### config.mk
export PLATFORM = sky130hd
export DESIGN_NAME = pipe_hazard_ctrl
export DESIGN_NICKNAME = d
export VERILOG_FILES = /design/src/rtl/pipe_hazard_ctrl_pkg.sv /design/src/rtl/pipe_hazard_ctrl_sat_counter.sv /design/src/rtl/pipe_hazard_ctrl.sv
export SDC_FILE = /design/constraint.sdc
export NUM_CORES = 1
export LEC_CHECK = 0
export ABC_AREA = 0
export ABC_CLOCK_PERIOD_IN_PS = 3700
export BUFFER_PORTS_ARGS = -buffer_cell sky130_fd_sc_hd__buf_2
export CAP_MARGIN = 0
export CORE_MARGIN = 3
export CORE_UTILIZATION = 59
export DETAILED_ROUTE_END_ITERATION = 8
export HOLD_SLACK_MARGIN = 0.12
export PLACE_DENSITY = 0.85
export SLEW_MARGIN = 25
export SYNTH_ARGS = -nofsm -noshare
export SYNTH_HDL_FRONTEND = slang
export SYNTH_SLANG_ARGS = --single-unit
### constraint.sdc
create_clock -name clk -period 3.7 [get_ports clk]
set_clock_uncertainty 0.1 [all_clocks]
set_input_delay 0.555 -clock clk [delete_from_list [all_inputs] [get_ports clk]]
set_output_delay 0.555 -clock clk [all_outputs]
set_load 0.1 [all_outputs]
### src/rtl/pipe_hazard_ctrl_pkg.sv
// Shared pipeline definitions: shadow-entry layout, stage indices and
// the register-match helper used by both the forwarding and load-use logic.
package pipe_hazard_ctrl_pkg;

  // Widest register address a shadow entry can hold; narrower register
  // addresses are zero-extended into it.
  localparam int SHADOW_AW = 8;

  // Forward-select encoding for "take the ID/EX register value".
  localparam int FWD_SEL_RF = 0;

  // Shadow indices of the named pipeline stages.
  localparam int STG_EX  = 0;
  localparam int STG_MEM = 1;

  typedef struct packed {
    logic                 valid;
    logic [SHADOW_AW-1:0] dest;
    logic                 reg_write;
    logic                 mem_read;
  } shadow_entry_t;

  // True when entry e will write register r and r is not the zero register.
  function automatic logic writes_reg(input shadow_entry_t e,
                                      input logic [SHADOW_AW-1:0] r);
    return e.valid && e.reg_write && (e.dest == r) && (r != {SHADOW_AW{1'b0}});
  endfunction

endpackage

### src/rtl/pipe_hazard_ctrl_sat_counter.sv
// Saturating event counter: counts inc pulses and sticks at all-ones.
module sat_counter #(
  parameter int CNT_W = 16
) (
  input  logic             clk,
  input  logic             rst,
  input  logic             inc,
  output logic [CNT_W-1:0] count
);

  logic [CNT_W-1:0] count_q;
  logic [CNT_W-1:0] count_d;

  // Next count: step up on inc unless already saturated.
  always_comb begin
    count_d = count_q;
    if (inc && (count_q != {CNT_W{1'b1}})) begin
      count_d = count_q + CNT_W'(1);
    end else begin
      count_d = count_q;
    end
  end

  // Count register with asynchronous clear.
  always_ff @(posedge clk or posedge rst) begin
    if (rst) begin
      count_q <= {CNT_W{1'b0}};
    end else begin
      count_q <= count_d;
    end
  end

  assign count = count_q;

endmodule

### src/rtl/pipe_hazard_ctrl.sv
// Hazard controller for a 5-stage pipeline. A shadow shift register mirrors
// every instruction past ID; from it and the ID fields this block derives EX
// forwarding selects, load-use stall/bubble and taken-branch flushes.
module pipe_hazard_ctrl
  import pipe_hazard_ctrl_pkg::*;
#(
  parameter int  REG_AW    = 5,
  parameter int  FWD_DEPTH = 2,
  parameter int  LOAD_LAT  = 1,
  parameter int  CNT_W     = 16,
  localparam int SEL_W     = $clog2(FWD_DEPTH + 1)
) (
  input  logic              clk,
  input  logic              rst,
  input  logic              ext_stall,
  input  logic              id_valid,
  input  logic [REG_AW-1:0] id_rs,
  input  logic [REG_AW-1:0] id_rt,
  input  logic              id_rs_used,
  input  logic              id_rt_used,
  input  logic [REG_AW-1:0] id_dest,
  input  logic              id_reg_write,
  input  logic              id_mem_read,
  input  logic              branch_taken,
  output logic              stall_ifid,
  output logic              bubble_idex,
  output logic              flush_ifid,
  output logic              flush_idex,
  output logic              flush_exmem,
  output logic [SEL_W-1:0]  fwd_a_sel,
  output logic [SEL_W-1:0]  fwd_b_sel,
  output logic [CNT_W-1:0]  stall_cnt,
  output logic [CNT_W-1:0]  flush_cnt
);

  // Shadow stage k mirrors pipeline stage EX+k.
  shadow_entry_t shadow_q [0:FWD_DEPTH];
  shadow_entry_t shadow_d [0:FWD_DEPTH];

  // Source registers read by the instruction now in EX (0 when unused).
  logic [REG_AW-1:0] s0_rs_q, s0_rs_d;
  logic [REG_AW-1:0] s0_rt_q, s0_rt_d;

  // A flush last cycle means the instruction now in ID was squashed.
  logic flush_prev_q, flush_prev_d;

  logic                 id_entry_valid_s;
  logic [SHADOW_AW-1:0] id_rs_x_s;
  logic [SHADOW_AW-1:0] id_rt_x_s;
  logic [SHADOW_AW-1:0] s0_rs_x_s;
  logic [SHADOW_AW-1:0] s0_rt_x_s;
  logic                 luse_hit_s;
  logic                 luse_s;
  logic                 flush_s;
  logic                 stall_s;
  logic [FWD_DEPTH:1]   hit_a_s;
  logic [FWD_DEPTH:1]   hit_b_s;
  logic [SEL_W-1:0]     fwd_a_s;
  logic [SEL_W-1:0]     fwd_b_s;

  assign id_entry_valid_s = id_valid && !flush_prev_q;
  assign id_rs_x_s        = SHADOW_AW'(id_rs);
  assign id_rt_x_s        = SHADOW_AW'(id_rt);
  assign s0_rs_x_s        = SHADOW_AW'(s0_rs_q);
  assign s0_rt_x_s        = SHADOW_AW'(s0_rt_q);

  // A taken branch only counts while the pipe moves and a real branch sits in MEM.
  assign flush_s = branch_taken && shadow_q[STG_MEM].valid && !ext_stall;

  // Load-use detection: a load still inside its no-forward window feeds a used ID source.
  always_comb begin
    luse_hit_s = 1'b0;
    for (int j = 0; j < LOAD_LAT; j++) begin
      luse_hit_s = luse_hit_s |
                   (shadow_q[j].mem_read &
                    ((id_rs_used & writes_reg(shadow_q[j], id_rs_x_s)) |
                     (id_rt_used & writes_reg(shadow_q[j], id_rt_x_s))));
    end
    luse_s = id_entry_valid_s & luse_hit_s;
  end

  // The flush squashes the stalled instruction anyway, so flush wins.
  assign stall_s = luse_s && !flush_s;

  // Per-stage producer match for each EX operand.
  for (genvar k = 1; k <= FWD_DEPTH; k++) begin : g_fwd
    assign hit_a_s[k] = writes_reg(shadow_q[k], s0_rs_x_s);
    assign hit_b_s[k] = writes_reg(shadow_q[k], s0_rt_x_s);
  end

  // Forward select: scan oldest to youngest so the youngest producer wins.
  always_comb begin
    fwd_a_s = SEL_W'(FWD_SEL_RF);
    fwd_b_s = SEL_W'(FWD_SEL_RF);
    for (int k = FWD_DEPTH; k >= 1; k--) begin
      fwd_a_s = hit_a_s[k] ? SEL_W'(k) : fwd_a_s;
      fwd_b_s = hit_b_s[k] ? SEL_W'(k) : fwd_b_s;
    end
  end

  // Shadow advance: shift toward WB, kill EX on flush, load EX from ID or a bubble.
  always_comb begin
    shadow_d     = shadow_q;
    s0_rs_d      = s0_rs_q;
    s0_rt_d      = s0_rt_q;
    flush_prev_d = flush_prev_q;
    if (!ext_stall) begin
      for (int k = FWD_DEPTH; k >= 2; k--) begin
        shadow_d[k] = shadow_q[k-1];
      end
      shadow_d[STG_MEM] = flush_s ? '0 : shadow_q[STG_EX];
      if (id_entry_valid_s && !stall_s && !flush_s) begin
        shadow_d[STG_EX].valid     = 1'b1;
        shadow_d[STG_EX].dest      = SHADOW_AW'(id_dest);
        shadow_d[STG_EX].reg_write = id_reg_write;
        shadow_d[STG_EX].mem_read  = id_mem_read;
        s0_rs_d = id_rs_used ? id_rs : {REG_AW{1'b0}};
        s0_rt_d = id_rt_used ? id_rt : {REG_AW{1'b0}};
      end else begin
        shadow_d[STG_EX] = '0;
        s0_rs_d          = {REG_AW{1'b0}};
        s0_rt_d          = {REG_AW{1'b0}};
      end
      flush_prev_d = flush_s;
    end else begin
      shadow_d     = shadow_q;
      s0_rs_d      = s0_rs_q;
      s0_rt_d      = s0_rt_q;
      flush_prev_d = flush_prev_q;
    end
  end

  // Shadow state registers with asynchronous clear.
  always_ff @(posedge clk or posedge rst) begin
    if (rst) begin
      for (int k = 0; k <= FWD_DEPTH; k++) begin
        shadow_q[k] <= '0;
      end
      s0_rs_q      <= {REG_AW{1'b0}};
      s0_rt_q      <= {REG_AW{1'b0}};
      flush_prev_q <= 1'b0;
    end else begin
      shadow_q     <= shadow_d;
      s0_rs_q      <= s0_rs_d;
      s0_rt_q      <= s0_rt_d;
      flush_prev_q <= flush_prev_d;
    end
  end

  sat_counter #(.CNT_W(CNT_W)) u_stall_cnt (
    .clk   (clk),
    .rst   (rst),
    .inc   (stall_s && !ext_stall),
    .count (stall_cnt)
  );

  sat_counter #(.CNT_W(CNT_W)) u_flush_cnt (
    .clk   (clk),
    .rst   (rst),
    .inc   (flush_s),
    .count (flush_cnt)
  );

  assign stall_ifid  = stall_s;
  assign bubble_idex = stall_s;
  assign flush_ifid  = flush_s;
  assign flush_idex  = flush_s;
  assign flush_exmem = flush_s;
  assign fwd_a_sel   = fwd_a_s;
  assign fwd_b_sel   = fwd_b_s;

endmodule

==> impl_metrics.py <==
metrics = {
    "status": {
        "status": "finished, final reports clean",
    },
    "timing": {
        "max_clock_freq_mhz": 335,
        "setup_viol": 0,
        "finalHoldViolCount": 0,
        "maxSlewViolCount": 0,
        "relSlewSlack_pct": 53.0,
        "rsz0062_at_grt": "no",
        "worstMarginPinSlew_ns": 0.705,
        "final.min_clock_period_ns": 2.98,
        "fin_crit_sh_pct": 80.7,
    },
    "global_route": {
        "grt_max_degree": 44,
        "grt_pass1_wl_um": 11900,
        "grt_busiest_layer": "met2",
        "met2_usage_pct": 40.3,
        "gr-total-overflow": 0,
        "met1_usage_pct": 31.2,
        "grt.total_usage_pct": 24.4,
        "antenna_found_initial": 0,
        "grt_pass1_vias": 2536,
        "met3_usage_pct": 6.21,
    },
    "power": {
        "leakagePower_uw": 0.00184,
        "sw_frac_of_total_pct": 32.8,
        "power_density_nw_per_um2": 505,
        "pwr-share-clk_pct": 35.9,
        "ir_drop_mv": 0.512,
        "p_sw_uw": 633,
        "internal_power_uw": 1300,
        "p_comb_share_pct": 20.4,
        "seqPwrFrac_pct": 43.7,
    },
    "clock_tree": {
        "insertion_delay_ns": 0.34,
        "clock-sinks": 65,
        "cts_resized": 0,
        "path_clk_slew_ns": 0.07,
        "numCtsBuffers": 9,
        "h-tree-depth": 3,
        "root_buffer": "clkbuf_8",
        "cts_hold_buf": 0,
        "cts_buffer_depth": 2,
        "cts_setup_buffers": 0,
        "tritoncts": "yes",
    },
    "run": {
        "maxCapViolCount": 0,
    },
    "layout": {
        "n_fill_cell": 376,
        "final_common_cell": "dfrtp_1",
        "final_cell_count_no_fill": 432,
        "fin_util_pct": 73.9,
        "nNetsFinal": 383,
        "syn2layout_area_growth_pct": 19.7,
        "drive_above_1_share_pct": 27.9,
        "mostFrequentLayoutCells": "dfrtp_1, buf_2, xnor2_1",
        "antennaDiodeCount": 0,
    },
    "synth": {
        "synth_area_leaders": "dfrtp_1, xnor2_1, nand2_1",
        "synth_top_family_by_area": "simple AND/OR/NAND/NOR gates",
        "synth-compound-area-share_pct": 9.22,
        "post-synth-top-area-fraction_pct": 51.0,
        "syn_nets": 318,
        "ys_ff_latch": 65,
        "synth_edf_count": 0,
        "avgSynthCellArea_um2": 10.9,
        "yosys_warnings": 0,
        "synth_fa_ha_area_share_pct": 0.784,
        "synth_ff_type": "dfrtp_1",
        "yosys.area_share.simple_pct": 17.1,
        "ys_seq_area_share_pct": 51.0,
        "syn_inst": 292,
        "yosysUniqueCellTypes": 40,
        "async_flop_share_pct": 100,
        "synth_xor_area_share_pct": 15.9,
        "syn_area_um2": 3190,
        "muxShareOfSynthArea_pct": 3.18,
        "synth_area_leader_cell": "dfrtp_1",
    },
    "floorplan": {
        "dieWidth_um": 79.5,
        "io_pins": 65,
        "core_um2": 5170,
        "initial_core_util_pct": 61.7,
        "die_y_um": 79.5,
        "rows": 26,
        "dieArea_um2": 6330,
    },
    "critical_path": {
        "slowest_stage": "or4_1",
        "cp-startpoint": "s0_rt_q[1]",
        "r2r_start": "u_stall_cnt.count[0]",
        "crit_arrival_ns": 2.33,
        "startpoint_type": "register",
        "end_kind": "primary output",
        "cp_cell_sequence": "or4_1 -> nor2_1 -> nor3_4 -> nor4_4 -> buf_2",
        "worstPathMaxFanout": 4,
        "slowest_delay_ns": 0.52,
        "critPathRequiredTime_ns": 3.04,
        "crit_type": "register to primary output",
    },
    "route": {
        "detail_route.wl_per_cell_um": 16.4,
        "vias_per_cell": 5.64,
        "dr.pass1.iters": 4,
        "vias": 2435,
        "wirelength_um": 7080,
        "post-route-drc-count": 0,
        "ant_nets": 0,
        "drt_iter0_drc": 128,
    },
    "place": {
        "place_inst": 416,
        "port_buffers": 64,
        "place_congestion": 0.894,
        "hpwl_um": 5110,
    },
    "hold_path": {
        "hold_path_class": "input pin to asynchronous set/reset pin",
    },
}
## metrics by stage
stage | area, um^2 | setup WS (ns) | TNS [ns] | power [uW] | hold WS, ns
6_report | 3820 | 0.716 | 0 | 1930 | 0.214
3_5_place_dp | 3590 | 1.06 | 0 | 1250 | 0.384
3_3_place_gp | 3590 | 1.09 | 0 | 1240 | 0.374
2_1_floorplan | 3230 | -0.0432 | -0.0432 | 1160 | 0.366
5_1_grt | 3820 | 0.606 | 0 | 2000 | 0.250
4_1_cts | 3820 | 0.692 | 0 | 1930 | 0.225
## power groups by stage
stage / registers (uW) / clock network [uW] / logic, uW
6_report: 842 / 692 / 393
3_3_place_gp: 851 / 0 / 388
4_1_cts: 842 / 696 / 397
2_1_floorplan: 977 / 0 / 184
3_5_place_dp: 856 / 0 / 396
5_1_grt: 853 / 728 / 421
## worst paths after layout
kind                                    endpoint  slack (ns)  depth (start not counted)
hold / removal             u_flush_cnt.count[15]        0.21                          2
min in group clk                    shadow_q[22]        0.33                          2
setup / recovery                    fwd_b_sel[1]        0.72                          5
setup reg to reg            u_stall_cnt.count[1]        1.22                          6
max in group asynchronous             s0_rt_q[1]        2.38                          3
hold reg to reg            u_stall_cnt.count[15]        0.39                          1
## state kept, by name, summed over array words and instances (netlist names)
register and cells:
flush_prev_q 1, s0_rs_q 5, s0_rt_q 5, shadow_q 22
u_flush_cnt.count 16, u_stall_cnt.count 16
## kinds of logic (layout without fill, tap and decap cells)
kind of cell / Yosys count / after routing
flip-flops: 65 / 65
AND/OR/NAND/NOR: 105 / 105
multiplexers: 9 / 9
buffers and inverters: 17 / 87
AO/OA/AOI/OAI: 36 / 36
adder cells (fa/ha/maj): 2 / 2
XOR/XNOR: 58 / 58
## routing by layer
layer  part of all wire, %  wire [um]
met1                    43       3010
met2                    50       3570
met3                   5.7        403
met4                   1.3         93
met5                     0          0
## cell usage after synthesis (2+ instances only)
cell and instances:
xnor2_1 46, a32o_1 10, inv_1 4, and4_1 3
and3_1 9, buf_2 2, xor2_1 12, ha_1 2
a21oi_2 2, nand2_1 31, nor2_1 13, or4_1 2
dfrtp_1 65, mux2_2 9, o21ai_0 7, nor3_1 4
nor3b_1 2, clkbuf_1 6, nand3_1 17, buf_4 4
a22o_1 7, nor4_1 5, nand4_1 13
## cell type report
type | instances | area, um^2 | area share, %
multi-input combinational | 210 | 1520 | 39.8
clock buffer | 11 | 151 | 3.96
timing repair buffer | 67 | 343 | 8.97
tap | 70 | 87.6 | 2.29
clock inverter | 5 | 77.6 | 2.03
sequential | 65 | 1630 | 42.6
inverter | 4 | 15.0 | 0.393
## critical path: cells and delay by family, from the launching register on
family        cells  cell delay, ns
simple gates      4            1.11
buf+inv           1            0.46
flops             1            0.42
Power figures use the tool's default switching activity.
